File: src/rtl/attn_pkg.sv
// Shared types and helpers for the attention row accumulator.
// Optional build macro ATTN_ACC_SAT_EN (used by attn_row_accum) selects saturating accumulation.
package attn_pkg;

  typedef enum logic [1:0] {IDLE, ACCUM, HOLD} state_e;

  localparam int unsigned ACC_WIDTH_DEFAULT = 32;

  // Signed add of two values sign-extended to 64 bits, clamped to a signed w-bit range.
  // The result is returned sign-extended to 64 bits; w must be at most 63.
  function automatic logic signed [63:0] sat_add(input logic signed [63:0] a,
                                                 input logic signed [63:0] b,
                                                 input int unsigned       w);
    logic signed [64:0] s;
    logic signed [64:0] hi;
    logic signed [64:0] lo;
    s  = {a[63], a} + {b[63], b};
    hi = (65'sd1 <<< (w - 1)) - 65'sd1;
    lo = -(65'sd1 <<< (w - 1));
    if (s > hi) begin
      return hi[63:0];
    end else if (s < lo) begin
      return lo[63:0];
    end
    return s[63:0];
  endfunction

endpackage

File: src/rtl/row_adder_tree.sv
// Sums one lane's NUM_MACS signed products, sign-extended to ACC_WIDTH.
module row_adder_tree #(
  parameter int unsigned DATA_WIDTH = 8,
  parameter int unsigned NUM_MACS   = 4,
  parameter int unsigned ACC_WIDTH  = 32
) (
  input  logic [NUM_MACS*2*DATA_WIDTH-1:0] prod,
  output logic signed [ACC_WIDTH-1:0]      sum
);

  localparam int unsigned PW = 2 * DATA_WIDTH;

  // Combinational sum of all products in the lane.
  always_comb begin
    sum = '0;
    for (int j = 0; j < int'(NUM_MACS); j++) begin
      sum = sum + ACC_WIDTH'(signed'(prod[j*PW +: PW]));
    end
  end

endmodule

File: src/rtl/attn_row_accum.sv
// Per-lane accumulation of product beats into one signed result per vector.
// Build macro ATTN_ACC_SAT_EN: when defined, accumulator updates saturate (sticky per vector);
// otherwise they wrap modulo 2^ACC_WIDTH.
module attn_row_accum
  import attn_pkg::*;
#(
  parameter int unsigned DATA_WIDTH   = 8,
  parameter int unsigned NUM_MACS     = 4,
  parameter int unsigned NUM_ATTN_PES = 4,
  parameter int unsigned ACC_WIDTH    = ACC_WIDTH_DEFAULT,
  parameter int unsigned MAX_LEN      = 64
) (
  input  logic                                   clk,
  input  logic                                   rst_n,
  input  logic                                   in_valid,
  output logic                                   in_ready,
  input  logic [NUM_MACS*NUM_ATTN_PES*2*DATA_WIDTH-1:0] in_prod,
  input  logic                                   in_last,
  output logic                                   out_valid,
  input  logic                                   out_ready,
  output logic [NUM_ATTN_PES*ACC_WIDTH-1:0]      out_acc,
  output logic                                   len_err
);

  localparam int unsigned LANE_W = 2 * NUM_MACS * DATA_WIDTH;
  localparam int unsigned CNT_W  = (MAX_LEN > 1) ? $clog2(MAX_LEN) : 1;

  state_e           state_q, state_d;
  logic [CNT_W-1:0] cnt_q, cnt_d;
  logic             len_err_q;
  logic             accept, first, at_cap, fin;

  assign in_ready  = (state_q != HOLD);
  assign out_valid = (state_q == HOLD);
  assign len_err   = len_err_q;

  assign accept = in_valid && in_ready;
  assign first  = (state_q == IDLE);
  assign at_cap = (cnt_q == CNT_W'(MAX_LEN - 1));
  // A vector ends on in_last or when the MAX_LEN-th beat is accepted.
  assign fin    = accept && (in_last || at_cap);

  // Next-state and beat counter.
  always_comb begin
    state_d = state_q;
    cnt_d   = cnt_q;
    if (accept) begin
      cnt_d = fin ? '0 : cnt_q + 1'b1;
    end
    unique case (state_q)
      IDLE:    if (accept) state_d = fin ? HOLD : ACCUM;
      ACCUM:   if (fin) state_d = HOLD;
      HOLD:    if (out_ready) state_d = IDLE;
      default: state_d = IDLE;
    endcase
  end

  // Control state registers.
  always_ff @(posedge clk or negedge rst_n) begin
    if (!rst_n) begin
      state_q   <= IDLE;
      cnt_q     <= '0;
      len_err_q <= 1'b0;
    end else begin
      state_q <= state_d;
      cnt_q   <= cnt_d;
      if (accept && at_cap && !in_last) len_err_q <= 1'b1;
    end
  end

  for (genvar i = 0; i < int'(NUM_ATTN_PES); i++) begin : g_lane
    logic signed [ACC_WIDTH-1:0] beat_sum;
    logic signed [ACC_WIDTH-1:0] base;
    logic signed [ACC_WIDTH-1:0] acc_d, acc_q;

    row_adder_tree #(
      .DATA_WIDTH (DATA_WIDTH),
      .NUM_MACS   (NUM_MACS),
      .ACC_WIDTH  (ACC_WIDTH)
    ) u_tree (
      .prod (in_prod[i*LANE_W +: LANE_W]),
      .sum  (beat_sum)
    );

    assign base = first ? '0 : acc_q;

`ifdef ATTN_ACC_SAT_EN
    logic signed [63:0] wide;
    logic               sat_d, sat_q;

    // Saturating update; once a lane clips it holds its limit until the next vector.
    always_comb begin
      wide  = sat_add(64'(base), 64'(beat_sum), ACC_WIDTH);
      acc_d = ACC_WIDTH'(wide);
      sat_d = (wide != 64'(base + beat_sum));
      if (!first && sat_q) begin
        acc_d = acc_q;
        sat_d = 1'b1;
      end
    end

    // Sticky saturation flag, loaded with each accepted beat.
    always_ff @(posedge clk or negedge rst_n) begin
      if (!rst_n) begin
        sat_q <= 1'b0;
      end else if (accept) begin
        sat_q <= sat_d;
      end
    end
`else
    // Wrapping two's-complement update.
    always_comb begin
      acc_d = base + beat_sum;
    end
`endif

    // Lane accumulator; loaded on the first beat, accumulated afterwards.
    always_ff @(posedge clk or negedge rst_n) begin
      if (!rst_n) begin
        acc_q <= '0;
      end else if (accept) begin
        acc_q <= acc_d;
      end
    end

    assign out_acc[i*ACC_WIDTH +: ACC_WIDTH] = acc_q;
  end

endmodule

File: config.mk
export PLATFORM = sky130hd
export DESIGN_NAME = attn_row_accum
export DESIGN_NICKNAME = d
export VERILOG_FILES = /design/src/rtl/attn_pkg.sv /design/src/rtl/row_adder_tree.sv /design/src/rtl/attn_row_accum.sv
export SDC_FILE = /design/constraint.sdc
export NUM_CORES = 1
export LEC_CHECK = 0
export ABC_AREA = 1
export CORE_ASPECT_RATIO = 0.5
export CORE_MARGIN = 3
export CORE_UTILIZATION = 40
export CTS_BUF_LIST = sky130_fd_sc_hd__clkbuf_2 sky130_fd_sc_hd__clkbuf_4 sky130_fd_sc_hd__clkbuf_8
export DETAILED_ROUTE_END_ITERATION = 10
export DONT_BUFFER_PORTS = 1
export PLACE_DENSITY_LB_ADDON = 0.3
export REMOVE_ABC_BUFFERS = 1
export SYNTH_ARGS = -nofsm -noshare
export SYNTH_HDL_FRONTEND = slang
export SYNTH_SLANG_ARGS = --single-unit
File: constraint.sdc
create_clock -name clk -period 7.8 [get_ports clk]
set_clock_uncertainty 0.1 [all_clocks]
set_input_delay 0.78 -clock clk [delete_from_list [all_inputs] [get_ports clk]]
set_output_delay 0.78 -clock clk [all_outputs]
set_load 0.1 [all_outputs]
==> results.json <==
{
  "status": "finished, final reports clean",
  "grt_setup_unrepaired": "false",
  "synth_top_family_by_area": "adder cells",
  "worstSetupStartpointType": "input pin",
  "ant_nets": 0,
  "ys_seq_area_share_pct": 16.6,
  "cpMaxStageDelayCell": "fa_1",
  "synth_top_area_share_pct": 19.0,
  "whs_ps": 1.90,
  "use_met2_pct": 36.8,
  "grt_pass1_vias": 18000,
  "synth_top_area_cell": "fa_1",
  "synth_edf_count": 0,
  "num_vias": 18800,
  "setup-tns-final_ps": 0,
  "coreArea_mm2": 0.0507,
  "ctsHtreeMaxLevel": 4,
  "yosys_warnings": 0,
  "n_fill_cell": 5262,
  "grt_overflow": 0,
  "met1_usage_pct": 30.3,
  "drv_slew": 0,
  "ys_types": 43,
  "critPathBufInv": 3,
  "path_clk_slew_ps": 100,
  "routabilityCongestion": 0.965,
  "syn2layout_area_growth_pct": 5.32,
  "drc": 0,
  "crit_chain": "inv_1, fa_1, inv_1, ha_1, fa_1, nand2_1, nand2_1, nand3_1, nand2_1, nand2_2, nand2_1, nand2_1, nand2_1, fa_1, ha_1, nand2_1, nor2_1, inv_1, nor3_1, nand3_1, nand3_1, nand2_1, nand3_1, o21ai_1",
  "io_buffers": 0,
  "holdCritPathClass": "input pin to async pin",
  "fmax_mhz": 192,
  "die_h_um": 167,
  "synthXorXnorAreaFrac_pct": 4.27,
  "drv_cap": 0,
  "async_reset_ff_share_pct": 100,
  "synth_cells": 2945,
  "tightest_slew_ps": 1130,
  "cts_tree": "built",
  "setup_viol": 0,
  "num_antenna_cells": 0,
  "nNetsFinal": 3569,
  "grt.busiest_layer": "met2",
  "num_rows": 58,
  "path_class": "input pin to flip-flop",
  "drt_pass1_iterations": 6,
  "critPathArrivalTime_ps": 5490,
  "root_buffer": "clkbuf_8",
  "post_synth.cell_area_avg_um2": 7.03,
  "synth-simple-area-share_pct": 29.4,
  "hold_violations": 0,
  "grt_max_degree": 138,
  "drive_gt1_share_pct": 2.79,
  "slew_headroom_pct": 24.6,
  "grtUsageTotal_pct": 22.4,
  "synthFlopType": "dfrtp_1",
  "yosys.area_share.adder_pct": 30.1,
  "ys_seq_elements": 137,
  "yosysMostFrequentCell": "nand2_1",
  "grt_pass1_wl_um": 97700,
  "wirelength_um": 61900,
  "crit_top_cell": "nand2_1",
  "clk_latency_ps": 530,
  "wl_per_cell_um": 17.1,
  "start_util_pct": 40.9,
  "place_hpwl_um": 50200,
  "antenna_found_initial": 0,
  "die-area_mm2": 0.0547,
  "chipWidth_um": 328,
  "path_max_fanout": 14,
  "crit_family": "adder cells",
  "netlist_top_cells_area": "fa_1, dfrtp_1, nand2_1",
  "period_share_pct": 66.9,
  "finalCriticalPeriod_ps": 5220,
  "synth_commonest_cells": "nand2_1, inv_1, nor2_1",
  "vias_per_cell": 5.17,
  "required_ps": 8070,
  "ios": 392,
  "synthMuxAreaShare_pct": 0,
  "cp-end-kind": "flip-flop",
  "synth-compound-area-share_pct": 10.6,
  "cts_resized": 0,
  "grt_use_met3_pct": 4.04,
  "cts_made_buffers": 17,
  "numClockSinks": 137,
  "syn_area_mm2": 0.0207,
  "max_stage_delay_ps": 680,
  "first_iter_violations": 1254,
  "cts_max_path_buffers": 2
}
## timing repair
item | CTS | global route
hold buffers | 1 | 0
setup endpoints to repair | 0 | 0
setup buffers | 0 | 0
endpoints found under the hold margin | 137 | 0
## placed cells by master (no fill, tap or decap), types with 29 or more instances in the layout
cell      instances
o21ai_0         106
fa_1            196
inv_1           434
nand3_1         197
xor2_1           39
nor2_1          329
dfrtp_1         137
nand2_1         788
a21oi_1         180
xnor2_1          62
ha_1            185
o21bai_1         29
nor3_1           33
## through the flow
stage	cells	setup WS [ps]	util, %	instance area, um2
floorplan	2903	2160	-	20500
global placement	3597	2000	42.2	21400
detailed placement	3597	2060	42.2	21400
CTS	3629	2610	43.0	21800
global route	3629	2140	43.0	21800
finish	3629	2580	43.0	21800
## sequential cells by signal, indices dropped and copies added, names as in the netlist
| register | cells |
|---|---|
| len_err | 1 |
| state_q | 2 |
| cnt_q | 6 |
| g_lane.acc_q | 128 |
## routing by layer
metal  vias up  part of all wire, %
met1      8815                   45
li1       9345                    -
met4         0                  2.7
met3        93                  5.2
met2       505                   47
met5         -                    0
## final cells by class
class / instances / area (um2) / share of cell area, %
repair buffers: 5 / 57.6 / 0.264
flip-flops and latches: 137 / 3430 / 15.7
well taps: 690 / 863 / 3.96
clock inverters: 14 / 174 / 0.798
clock buffers: 17 / 234 / 1.07
inverters: 436 / 1640 / 7.52
multi-input cells: 2330 / 15400 / 70.7
## kinds of logic after synthesis
| logic type | count (synthesis) |
|---|---|
| flip-flops | 137 |
| AND/OR/NAND/NOR | 1450 |
| adder cells (fa/ha/maj) | 381 |
| XOR/XNOR | 101 |
| AO/OA/AOI/OAI | 398 |
| buffers and inverters | 478 |
## worst paths after layout
path	startpoint	cells past startpoint	end	slack [ps]
worst max-delay path	in_prod[193]	24	g_lane[3].acc_q[24]	2580
worst min-delay path	rst_n	1	g_lane[2].acc_q[27]	2
worst max register to register	state_q[0]	17	g_lane[2].acc_q[17]	3350
worst min register to register	cnt_q[1]	2	cnt_q[1]	440
max in group asynchronous	rst_n	1	g_lane[0].acc_q[7]	6590
min in group clk	in_last	1	len_err	250
Power is not shown: default switching activity piles up to over one toggle a cycle in this logic, so the estimate is an artifact.
==> patch (config.mk and constraints unchanged) <==
Put one more register stage on the output `len_err`. The value now appears one clock later. The other outputs are not delayed to match.
--- a/src/rtl/attn_row_accum.sv
+++ b/src/rtl/attn_row_accum.sv
@@ -33,5 +33,7 @@
   assign in_ready  = (state_q != HOLD);
   assign out_valid = (state_q == HOLD);
-  assign len_err   = len_err_q;
+  always_ff @(posedge clk) begin
+    len_err <= len_err_q;
+  end
 
   assign accept = in_valid && in_ready;
Function: same outputs for any inputs over 4 cycles, from zero or initial values and one cycle with rst_n low; that may be too few to reach the edited logic, so the function may still have changed.
==> patch against the original RTL <==
Cell count hardly changed. Setup slack worse by 0.029 ns. Synthesized area hardly changed. First-iteration DRC count is 13% lower. Wire length is 7.2% lower. Critical path depth stayed put. Sequential cell count is 1 higher. Critical endpoint is now g_lane[0].acc_q[19]. Cell area is 0.34% higher. Sequential share of layout area hardly changed.
Power is not shown: default switching activity piles up to over one toggle a cycle in this logic, so the estimate is an artifact.
==> patch: results (changes against the original RTL) <==
status -> finished clean (unchanged)
worst-margin pin slew -> 1.04 ns (was 1.13 ns)
ranking of synthesized cells by area -> fa_1, dfrtp_1, nand2_1, ha_1, inv_1 (unchanged)
Routed WL per cell -> 15.8 um (was 17.1 um)
worst reg2reg path startpoint -> state_q[1] (was state_q[0])
worst reg2reg path endpoint -> g_lane[2].acc_q[29] (was g_lane[2].acc_q[17])
Synth Area in XOR/XNOR -> 0.0445 (was 0.0427)
Setup crit end -> g_lane[0].acc_q[19] (was g_lane[3].acc_q[24])
first-pass GRT wire length -> 94.1 mm (was 97.7 mm)
compound-cell area share of the yosys netlist -> 0.106 (about the same)
R2R cell count -> 14 (was 17)
Distinct cells, synth -> 46 (was 43)
ys async rst share -> 0.993 (was 1.00)
GP Congestion -> 0.928 (was 0.965)
DR pass1 iterations -> 5 (was 6)
fin crit share -> 0.673 (was 0.669)
syn avg cell area -> 7.04 um^2 (was 7.03 um^2)
post-synthesis sequential area ratio -> 0.167 (was 0.166)
Setup Slack @ Placement -> 1.94 ns (was 2.06 ns)
drt via density -> 5.08 (was 5.17)
Nets -> 3564 (was 3569)
Total GRT Usage -> 0.212 (was 0.224)
share of layout cells above drive strength 1 -> 0.0330 (was 0.0279)
origin of the worst setup path -> in_prod[1] (was in_prod[193])
Post-DP HPWL -> 47.0 mm (was 50.2 mm)
Adder-Cell Fraction of Synth Area -> 0.302 (was 0.301)
r2r setup slk -> 3.45 ns (was 3.35 ns)
top cells by count, synth -> nand2_1, inv_1, nor2_1 (unchanged)
Max stage delay on crit path -> 0.72 ns (was 0.68 ns)
## patch: stage by stage
stage / area, um^2 / hold WS, ns
3_3_place_gp: 21400 / 0.285
6_report: 21900 / 0.152
3_5_place_dp: 21400 / 0.280
2_1_floorplan: 20500 / 0.242
4_1_cts: 21900 / 0.164
5_1_grt: 21900 / 0.168
## patch: per-layer routing
layer	track usage	wire (um)	vias to the layer above
met3	0.0313	2350	66
li1	-	-	9326
met2	0.376	28300	397
met1	0.270	25400	8621
met4	0.0544	1370	0
met5	0	0	-
## patch: final cells by class
class	instances	area, um^2
Antenna cell	1	2.50
Clock buffer	22	297
Clock inverter	10	140
Fill cell	5292	28800
Inverter	436	1640
Multi-Input combinational cell	2322	15400
Sequential cell	138	3450
Tap cell	690	863
Timing Repair Buffer	7	72.6
## patch: worst min-delay path by stage
stage	slack, ns	from	cells past startpoint	end
finish	0.15	rst_n	1	g_lane[0].acc_q[28]
global route	0.17	rst_n	1	g_lane[0].acc_q[22]
CTS	0.16	rst_n	1	g_lane[0].acc_q[22]
detailed placement	0.28	len_err_q	0	len_err
global placement	0.28	len_err_q	0	len_err
floorplan	0.24	len_err_q	0	len_err
## patch: timing repair
action	4_1_cts	5_1_grt
endpoints found under the hold margin	137	0
hold buffers	1	0
endpoints found under the setup margin	0	0
## patch: logic make-up (layout without fill, tap and decap cells)
group | Yosys count | count (layout)
other cells | 0 | 1
compound gates | 397 | 397
simple gates | 1439 | 1439
xor+xnor | 105 | 105
flops | 138 | 138
fa+ha+maj | 381 | 381
buf+inv | 477 | 475
